$ cat src/rtl/if_stage.sv
// Instruction fetch stage: one outstanding memory request, a one-entry hold
// buffer for words that arrive while decode is stalled, and redirect squashing.
module if_stage #(
    parameter logic [31:0] RESET_PC  = 32'h0000_0000,
    parameter logic [31:0] NOP_INSTR = 32'h0000_0013
) (
    input  logic        clk,
    input  logic        rst,
    output logic        imem_req_valid,
    input  logic        imem_req_ready,
    output logic [31:0] imem_req_addr,
    input  logic        imem_rsp_valid,
    input  logic [31:0] imem_rsp_data,
    input  logic        redirect_valid,
    input  logic [31:0] redirect_pc,
    input  logic        stall,
    output logic        id_valid,
    output logic [31:0] id_instr,
    output logic [31:0] id_pc,
    output logic [31:0] id_pc_plus4
);

    typedef enum logic [1:0] {
        ST_REQ  = 2'd0,
        ST_WAIT = 2'd1,
        ST_HOLD = 2'd2,
        ST_DROP = 2'd3
    } state_e;

    state_e      state_q, state_d;
    logic [31:0] pc_q, pc_d;
    logic [31:0] req_pc_q, req_pc_d;
    logic [31:0] hold_q, hold_d;
    logic        id_valid_q, id_valid_d;
    logic [31:0] id_instr_q, id_instr_d;
    logic [31:0] id_pc_q, id_pc_d;
    logic [31:0] id_pc_plus4_q, id_pc_plus4_d;
    logic        load_rsp_s;
    logic        load_hold_s;
    logic [31:0] redir_pc_s;

    assign redir_pc_s     = redirect_pc & 32'hFFFF_FFFC;
    // A reset cycle never issues, so the abandoned request is not followed by a new one.
    assign imem_req_valid = (state_q == ST_REQ) & ~redirect_valid & ~rst;
    assign imem_req_addr  = pc_q;
    assign id_valid       = id_valid_q;
    assign id_instr       = id_instr_q;
    assign id_pc          = id_pc_q;
    assign id_pc_plus4    = id_pc_plus4_q;

    // Fetch FSM next-state, pc and hold-buffer logic.
    always_comb begin
        state_d     = state_q;
        pc_d        = pc_q;
        req_pc_d    = req_pc_q;
        hold_d      = hold_q;
        load_rsp_s  = 1'b0;
        load_hold_s = 1'b0;
        case (state_q)
            ST_REQ: begin
                if (redirect_valid) begin
                    pc_d = redir_pc_s;
                end else if (imem_req_ready) begin
                    req_pc_d = pc_q;
                    pc_d     = pc_q + 32'd4;
                    state_d  = ST_WAIT;
                end else begin
                    state_d = ST_REQ;
                end
            end
            ST_WAIT: begin
                if (redirect_valid) begin
                    pc_d    = redir_pc_s;
                    state_d = imem_rsp_valid ? ST_REQ : ST_DROP;
                end else if (imem_rsp_valid) begin
                    if (!id_valid_q || !stall) begin
                        load_rsp_s = 1'b1;
                        state_d    = ST_REQ;
                    end else begin
                        hold_d  = imem_rsp_data;
                        state_d = ST_HOLD;
                    end
                end else begin
                    state_d = ST_WAIT;
                end
            end
            ST_HOLD: begin
                if (redirect_valid) begin
                    pc_d    = redir_pc_s;
                    hold_d  = 32'd0;
                    state_d = ST_REQ;
                end else if (!stall) begin
                    load_hold_s = 1'b1;
                    state_d     = ST_REQ;
                end else begin
                    state_d = ST_HOLD;
                end
            end
            ST_DROP: begin
                if (redirect_valid) begin
                    pc_d = redir_pc_s;
                end else begin
                    pc_d = pc_q;
                end
                state_d = imem_rsp_valid ? ST_REQ : ST_DROP;
            end
            default: begin
                state_d = ST_REQ;
            end
        endcase
    end

    // Decode-side register next values; redirect wins over stall and new loads.
    always_comb begin
        id_valid_d    = id_valid_q;
        id_instr_d    = id_instr_q;
        id_pc_d       = id_pc_q;
        id_pc_plus4_d = id_pc_plus4_q;
        if (redirect_valid) begin
            id_valid_d = 1'b0;
            id_instr_d = NOP_INSTR;
        end else if (load_rsp_s) begin
            id_valid_d    = 1'b1;
            id_instr_d    = imem_rsp_data;
            id_pc_d       = req_pc_q;
            id_pc_plus4_d = req_pc_q + 32'd4;
        end else if (load_hold_s) begin
            id_valid_d    = 1'b1;
            id_instr_d    = hold_q;
            id_pc_d       = req_pc_q;
            id_pc_plus4_d = req_pc_q + 32'd4;
        end else if (id_valid_q && !stall) begin
            id_valid_d = 1'b0;
            id_instr_d = NOP_INSTR;
        end else begin
            id_valid_d = id_valid_q;
        end
    end

    // State registers with synchronous reset.
    always_ff @(posedge clk) begin
        if (rst) begin
            state_q       <= ST_REQ;
            pc_q          <= RESET_PC;
            req_pc_q      <= 32'd0;
            hold_q        <= 32'd0;
            id_valid_q    <= 1'b0;
            id_instr_q    <= NOP_INSTR;
            id_pc_q       <= 32'd0;
            id_pc_plus4_q <= 32'd4;
        end else begin
            state_q       <= state_d;
            pc_q          <= pc_d;
            req_pc_q      <= req_pc_d;
            hold_q        <= hold_d;
            id_valid_q    <= id_valid_d;
            id_instr_q    <= id_instr_d;
            id_pc_q       <= id_pc_d;
            id_pc_plus4_q <= id_pc_plus4_d;
        end
    end

endmodule
$ cat config.mk
export PLATFORM = sky130hd
export DESIGN_NAME = if_stage
export DESIGN_NICKNAME = d
export VERILOG_FILES = /design/src/rtl/if_stage.sv
export SDC_FILE = /design/constraint.sdc
export NUM_CORES = 1
export LEC_CHECK = 0
export BUFFER_PORTS_ARGS = -buffer_cell sky130_fd_sc_hd__buf_2
export CAP_MARGIN = 20
export CORE_MARGIN = 3
export CORE_UTILIZATION = 50
export CTS_BUF_LIST = sky130_fd_sc_hd__clkbuf_8
export CTS_CLUSTER_DIAMETER = 80
export DETAILED_ROUTE_END_ITERATION = 8
export PLACE_DENSITY = 0.73
export SLEW_MARGIN = 20
export SYNTH_ARGS = -nofsm -noshare
export SYNTH_HDL_FRONTEND = slang
export SYNTH_SLANG_ARGS = --single-unit
$ cat constraint.sdc
create_clock -name clk -period 5.6 [get_ports clk]
set_input_delay 0.56 -clock clk [delete_from_list [all_inputs] [get_ports clk]]
set_output_delay 0.56 -clock clk [all_outputs]
set_load 0.1 [all_outputs]
Word-level counts from Yosys, hierarchy flattened --
Index checks and enable logic that the tools add are counted.
Storage, ports and cells: output and inout bits 130, bits of input ports 70, register bits after elaboration 195, logic and storage cells 73
Cells by class: eq/ne operators 10, add/sub/neg operators 2, bitwise gates (word level) 4, reduce and logical (&&, ||, !) cells 14, multiplexer cells 35
Operator list (count):
- 2-to-1 mux 32 bit | 14
- case mux 32 bit (2 select lines) | 2
- adder 32 x 3 -> 32 bit, second input constant | 2
- 2-to-1 mux 2 bit | 7
- 2-to-1 mux 1 bit | 11
- != test 2 bit, second input constant | 5
- case mux 2 bit (4 select lines) | 1
- AND reduction 5 bit | 1
- == test 2 bit, second input constant | 2
- AND reduction 2 bit | 2
- nonzero test 2 bit | 2
- != test 3 bit, second input constant | 1
- AND reduction 3 bit | 1
- nonzero test 3 bit | 1
- OR reduction 3 bit | 1
- bitwise AND 1 bit | 2
- == test 2 x 1 -> 1 bit, second input constant | 1
- zero test 1 bit | 2
- zero test 2 bit | 1
- != test 2 x 1 -> 1 bit, second input constant | 1
- NOT 1 bit | 2
- OR reduction 2 bit | 1
- logical AND 1 bit | 1
- logical OR 1 bit | 1

Longest topological paths before layout --
depth after elaboration 8, mapped depth 7, mapped depth without buffers 5

Worst setup path after synthesis --
OpenSTA, ideal clock, no wires.
kind input to register, start input port redirect_valid, end register pc_q[25] (netlist: imem_req_addr[25]), data arrival time 2.948 ns, data required time 5.515 ns, setup slack 2.567 ns, buffers on the path 2, setup time 0.085 ns, cell stages on the path 6, path through buf_2 > or3_1 > clkbuf_1 > nor2_1 > o311ai_0 > o221ai_1
On the way: cells in the longest elaborated chain, start to end 2, elaborated cells between the ends (all ways) 5, classes of those cells 2 x eq/ne; 2 x mux; 1 x reduce/logical
RTL lines:
- from (decl) | line 14 | input logic redirect_valid,
- 2-to-1 mux 32 bit, or another cell as far along | line 61 | if (redirect_valid) begin
- case mux 32 bit (2 select lines) / AND reduction 2 bit (equally long branches)
- to (signal assigned) | line 153 | pc_q <= pc_d;
- to (decl) | line 31 | logic [31:0] pc_q, pc_d;
Several ways; a longest one is shown, not always the timed one. A chain may end at the register's enable or synchronous reset.

Final worst setup path --
start register state_q[1], end register id_pc_plus4_q[19] (netlist: id_pc_plus4[19])
On the way: cells in the longest elaborated chain, start to end 4, elaborated cells between the ends (all ways) 7, classes of those cells 2 x eq/ne; 3 x mux; 2 x reduce/logical
RTL lines:
- from (decl) | line 30 | state_e state_q, state_d;
- from (signal assigned) | line 152 | state_q <= state_d;
- == test 2 x 1 -> 1 bit / == test 2 bit (equally long branches) | line 59 | case (state_q)
- 2-to-1 mux 1 bit | line 59
- nonzero test 2 bit (no line)
- AND reduction 2 bit (no line)
- to (signal assigned) | line 159 | id_pc_plus4_q <= id_pc_plus4_d;
- to (decl) | line 37 | logic [31:0] id_pc_plus4_q, id_pc_plus4_d;
Several ways; a longest one is shown, not always the timed one.

==> impl_metrics.tcl <==
set metrics [dict create \
    synth_cell_types 62 \
    worstMarginPinSlew_ns 0.936 \
    cp_slowest_cell "a21o_2" \
    timing.setup.tns_ns 0 \
    synth.avg_cell_area_sq_um 8.35 \
    yosysWarnings 0 \
    vdd_ir_drop_max_uv 170 \
    gr-total-overflow 0 \
    whs_ns 0.321 \
    path_class "register to register" \
    crit_buf_inv 2 \
    holdBufCountCts 0 \
    dieArea_sq_mm 0.0183 \
    drtPass1Iterations 8 \
    cts.clk_slew.worst_paths_ns 0.10 \
    core_area_sq_mm 0.0161 \
    cts_tree "done" \
    seq_area_frac_synth 0.448 \
    timing.critical_path.mode_cell "buf_4" \
    fin_skew_ns 0.0139 \
    ys_ff_latch 187 \
    maxCapViolations 0 \
    num_io_pins 200 \
    max_stage_delay_ns 0.61 \
    grt_pass1_vias 7144 \
    rows 46 \
    drt-initial-drc-count 752 \
    finalHoldViolations 0 \
    final_nets 1208 \
    cts_setup_buffers 0 \
    hold_path_class "input port to register" \
    status "completed" \
    syn_area_sq_mm 0.00835 \
    die_y_um 135 \
    vias 7921 \
    ctsResizeCount 0 \
    dp_hpwl_mm 15.2 \
    most-common-layout-cells "190 x buf_2, 187 x dfxtp_1, 149 x nand2_1, 112 x nor2_1, 79 x a21oi_1" \
    period_minus_slack_ns 2.82 \
    routed.top_layer "met4" \
    route.detailed.drc 0 \
    met3WireLength_mm 1.85 \
    layout-drive-gt1-share 0.213 \
    diodes 0 \
    crit_family "buffers and inverters" \
    critPathMaxFanout 51 \
    p_per_area_mw_per_mm2 274 \
    grt_antenna_before_repair 0 \
    slew_headroom 0.376 \
    clk_path_buf_depth 2 \
    worstPathRequired_ns 5.99 \
    ys.flop_type "dfxtp_1" \
    wl_met1_mm 10.3 \
    cts_root_buf "clkbuf_8" \
    fmax_mhz 355 \
    grtUsageTotal 0.243 \
    wire_per_inst_um 16.6 \
    clk_latency_ns 0.47 \
    via_per_inst 5.80 \
    portBuffers 191 \
    period_share 0.503 \
    ant_nets 0 \
    ys_async_sr_fraction 0 \
    syn_to_final_growth_pct 16.2 \
    setup_violations 0 \
    setup_slack_ns 2.78 \
    place_ws_ns 2.41 \
    arrival_ns 3.21 \
    layout_commonest_cell "buf_2" \
    startpoint_type "register" \
    wl_met2_mm 10.3 \
    syn_inst 1000 \
    p_leak_nw 3.62 \
    rsz0062_at_grt "false" \
    crit_path_end_kind "register" \
    cts_sinks 187 \
    dieWidth_um 135 \
    cts_made_buffers 17 \
    grt_pass1_wl_mm 36.6 \
    initial_utilization 0.518 \
    synth_edf_count 0 \
    report.final.slew_viol_count 0 \
    gp_congestion 0.834 \
    power_mw 2.66 \
    htreeDepth 4 \
    grt_start_max_net_pins 90 \
    path_cells "nor4b_4, buf_4, a21o_2, buf_4, nor2_1, a311oi_1" \
    wl_mm 22.6 \
]
==> cells in the mapped netlist (2+ instances only) <==
| library cell | number | area, sq um |
|---|---|---|
| o22ai_1 | 4 | 25.0 |
| o31ai_1 | 10 | 75.1 |
| ha_1 | 2 | 25.0 |
| and2_1 | 34 | 213 |
| nand3b_1 | 5 | 37.5 |
| nor2_1 | 112 | 420 |
| mux2i_1 | 32 | 320 |
| a211oi_1 | 21 | 158 |
| and4_1 | 12 | 105 |
| o311ai_0 | 2 | 17.5 |
| dfxtp_1 | 187 | 3740 |
| nand3_1 | 24 | 120 |
| a22oi_1 | 2 | 15.0 |
| xnor2_1 | 12 | 105 |
| nor4_1 | 9 | 56.3 |
| xor2_1 | 9 | 78.8 |
| a311oi_1 | 16 | 140 |
| nor3b_1 | 4 | 30.0 |
| buf_2 | 20 | 100 |
| a2111oi_0 | 3 | 26.3 |
| o21ai_0 | 18 | 90.1 |
| a31oi_1 | 6 | 37.5 |
| o211ai_1 | 3 | 22.5 |
| o21bai_1 | 7 | 52.6 |
| clkbuf_1 | 60 | 225 |
| or4_1 | 13 | 97.6 |
| o311a_1 | 2 | 20.0 |
| nor3_1 | 14 | 70.1 |
| a222oi_1 | 29 | 290 |
| a21oi_1 | 81 | 405 |
| nand2_1 | 149 | 559 |
| and3_1 | 8 | 50.1 |
| clkbuf_2 | 2 | 10.0 |
| nand4_1 | 25 | 156 |
| inv_1 | 13 | 48.8 |
| o221ai_1 | 3 | 26.3 |
| or3_1 | 14 | 87.6 |
| nand2b_1 | 4 | 25.0 |
| buf_4 | 6 | 45.0 |
==> worst paths after layout <==
check                      start          endpoint  slack (ns)  cells past startpoint
setup / recovery      state_q[1]   id_pc_plus4[19]        2.78                      6
hold / removal    redirect_pc[2]  imem_req_addr[2]        0.32                      3
setup reg to reg      state_q[1]   id_pc_plus4[19]        2.78                      6
hold reg to reg        id_pc[23]         id_pc[23]        0.45                      2
==> cell families after synthesis <==
group | Yosys count | synth area share
other | 1 | 0.000449
xor gates and xnor gates | 21 | 0.0220
buffers and inverters | 103 | 0.0523
and+or+nand+nor | 439 | 0.259
adders and majority gates | 2 | 0.00300
muxes | 32 | 0.0384
DFF | 187 | 0.448
AOI/OAI and AO/OA | 215 | 0.177
==> per-stage QoR <==
stage               cells  cell area (sq um)   util
floorplan            1005               8370      -
global placement     1333               9330  0.579
detailed placement   1333               9330  0.579
CTS                  1365               9710  0.602
global route         1365               9710  0.602
finish               1365               9710  0.602
==> power by group <==
group	internal [mW]	leakage [nW]	switching [mW]
logic	0.0857	1.92	0.312
registers	1.36	1.52	0.0518
clock network	0.342	0.185	0.505
total	1.79	3.62	0.869
==> layout make-up <==
class | count | area (sq um)
fill | 1495 | 6410
sequential | 187 | 3740
inverter | 14 | 52.6
clock inverter | 13 | 110
multi-input combinational | 715 | 4240
tap | 216 | 270
clock buffer | 19 | 262
timing repair buffer | 201 | 1030
==> metal layers <==
| metal | GRT usage | up-vias |
|---|---|---|
| met5 | 0 | - |
| met4 | 0.0588 | 0 |
| met3 | 0.0487 | 21 |
| met2 | 0.369 | 340 |
| met1 | 0.355 | 3695 |
| li1 | - | 3865 |
==> registers in the layout, summed over array words and instances, names as in the netlist <==
register	cells
state_q	2
imem_req_addr	30
id_valid	1
hold_q	32
req_pc_q	30
id_pc	30
id_instr	32
id_pc_plus4	30
==> worst reg2reg max path, stage by stage (launching register included) <==
cell and delay [ns]:
dfxtp_1 0.57, nor4b_4 0.26, buf_4 0.40, a21o_2 0.61
buf_4 0.57, nor2_1 0.10, a311oi_1 0.23
(Power assumes the default switching activity.)
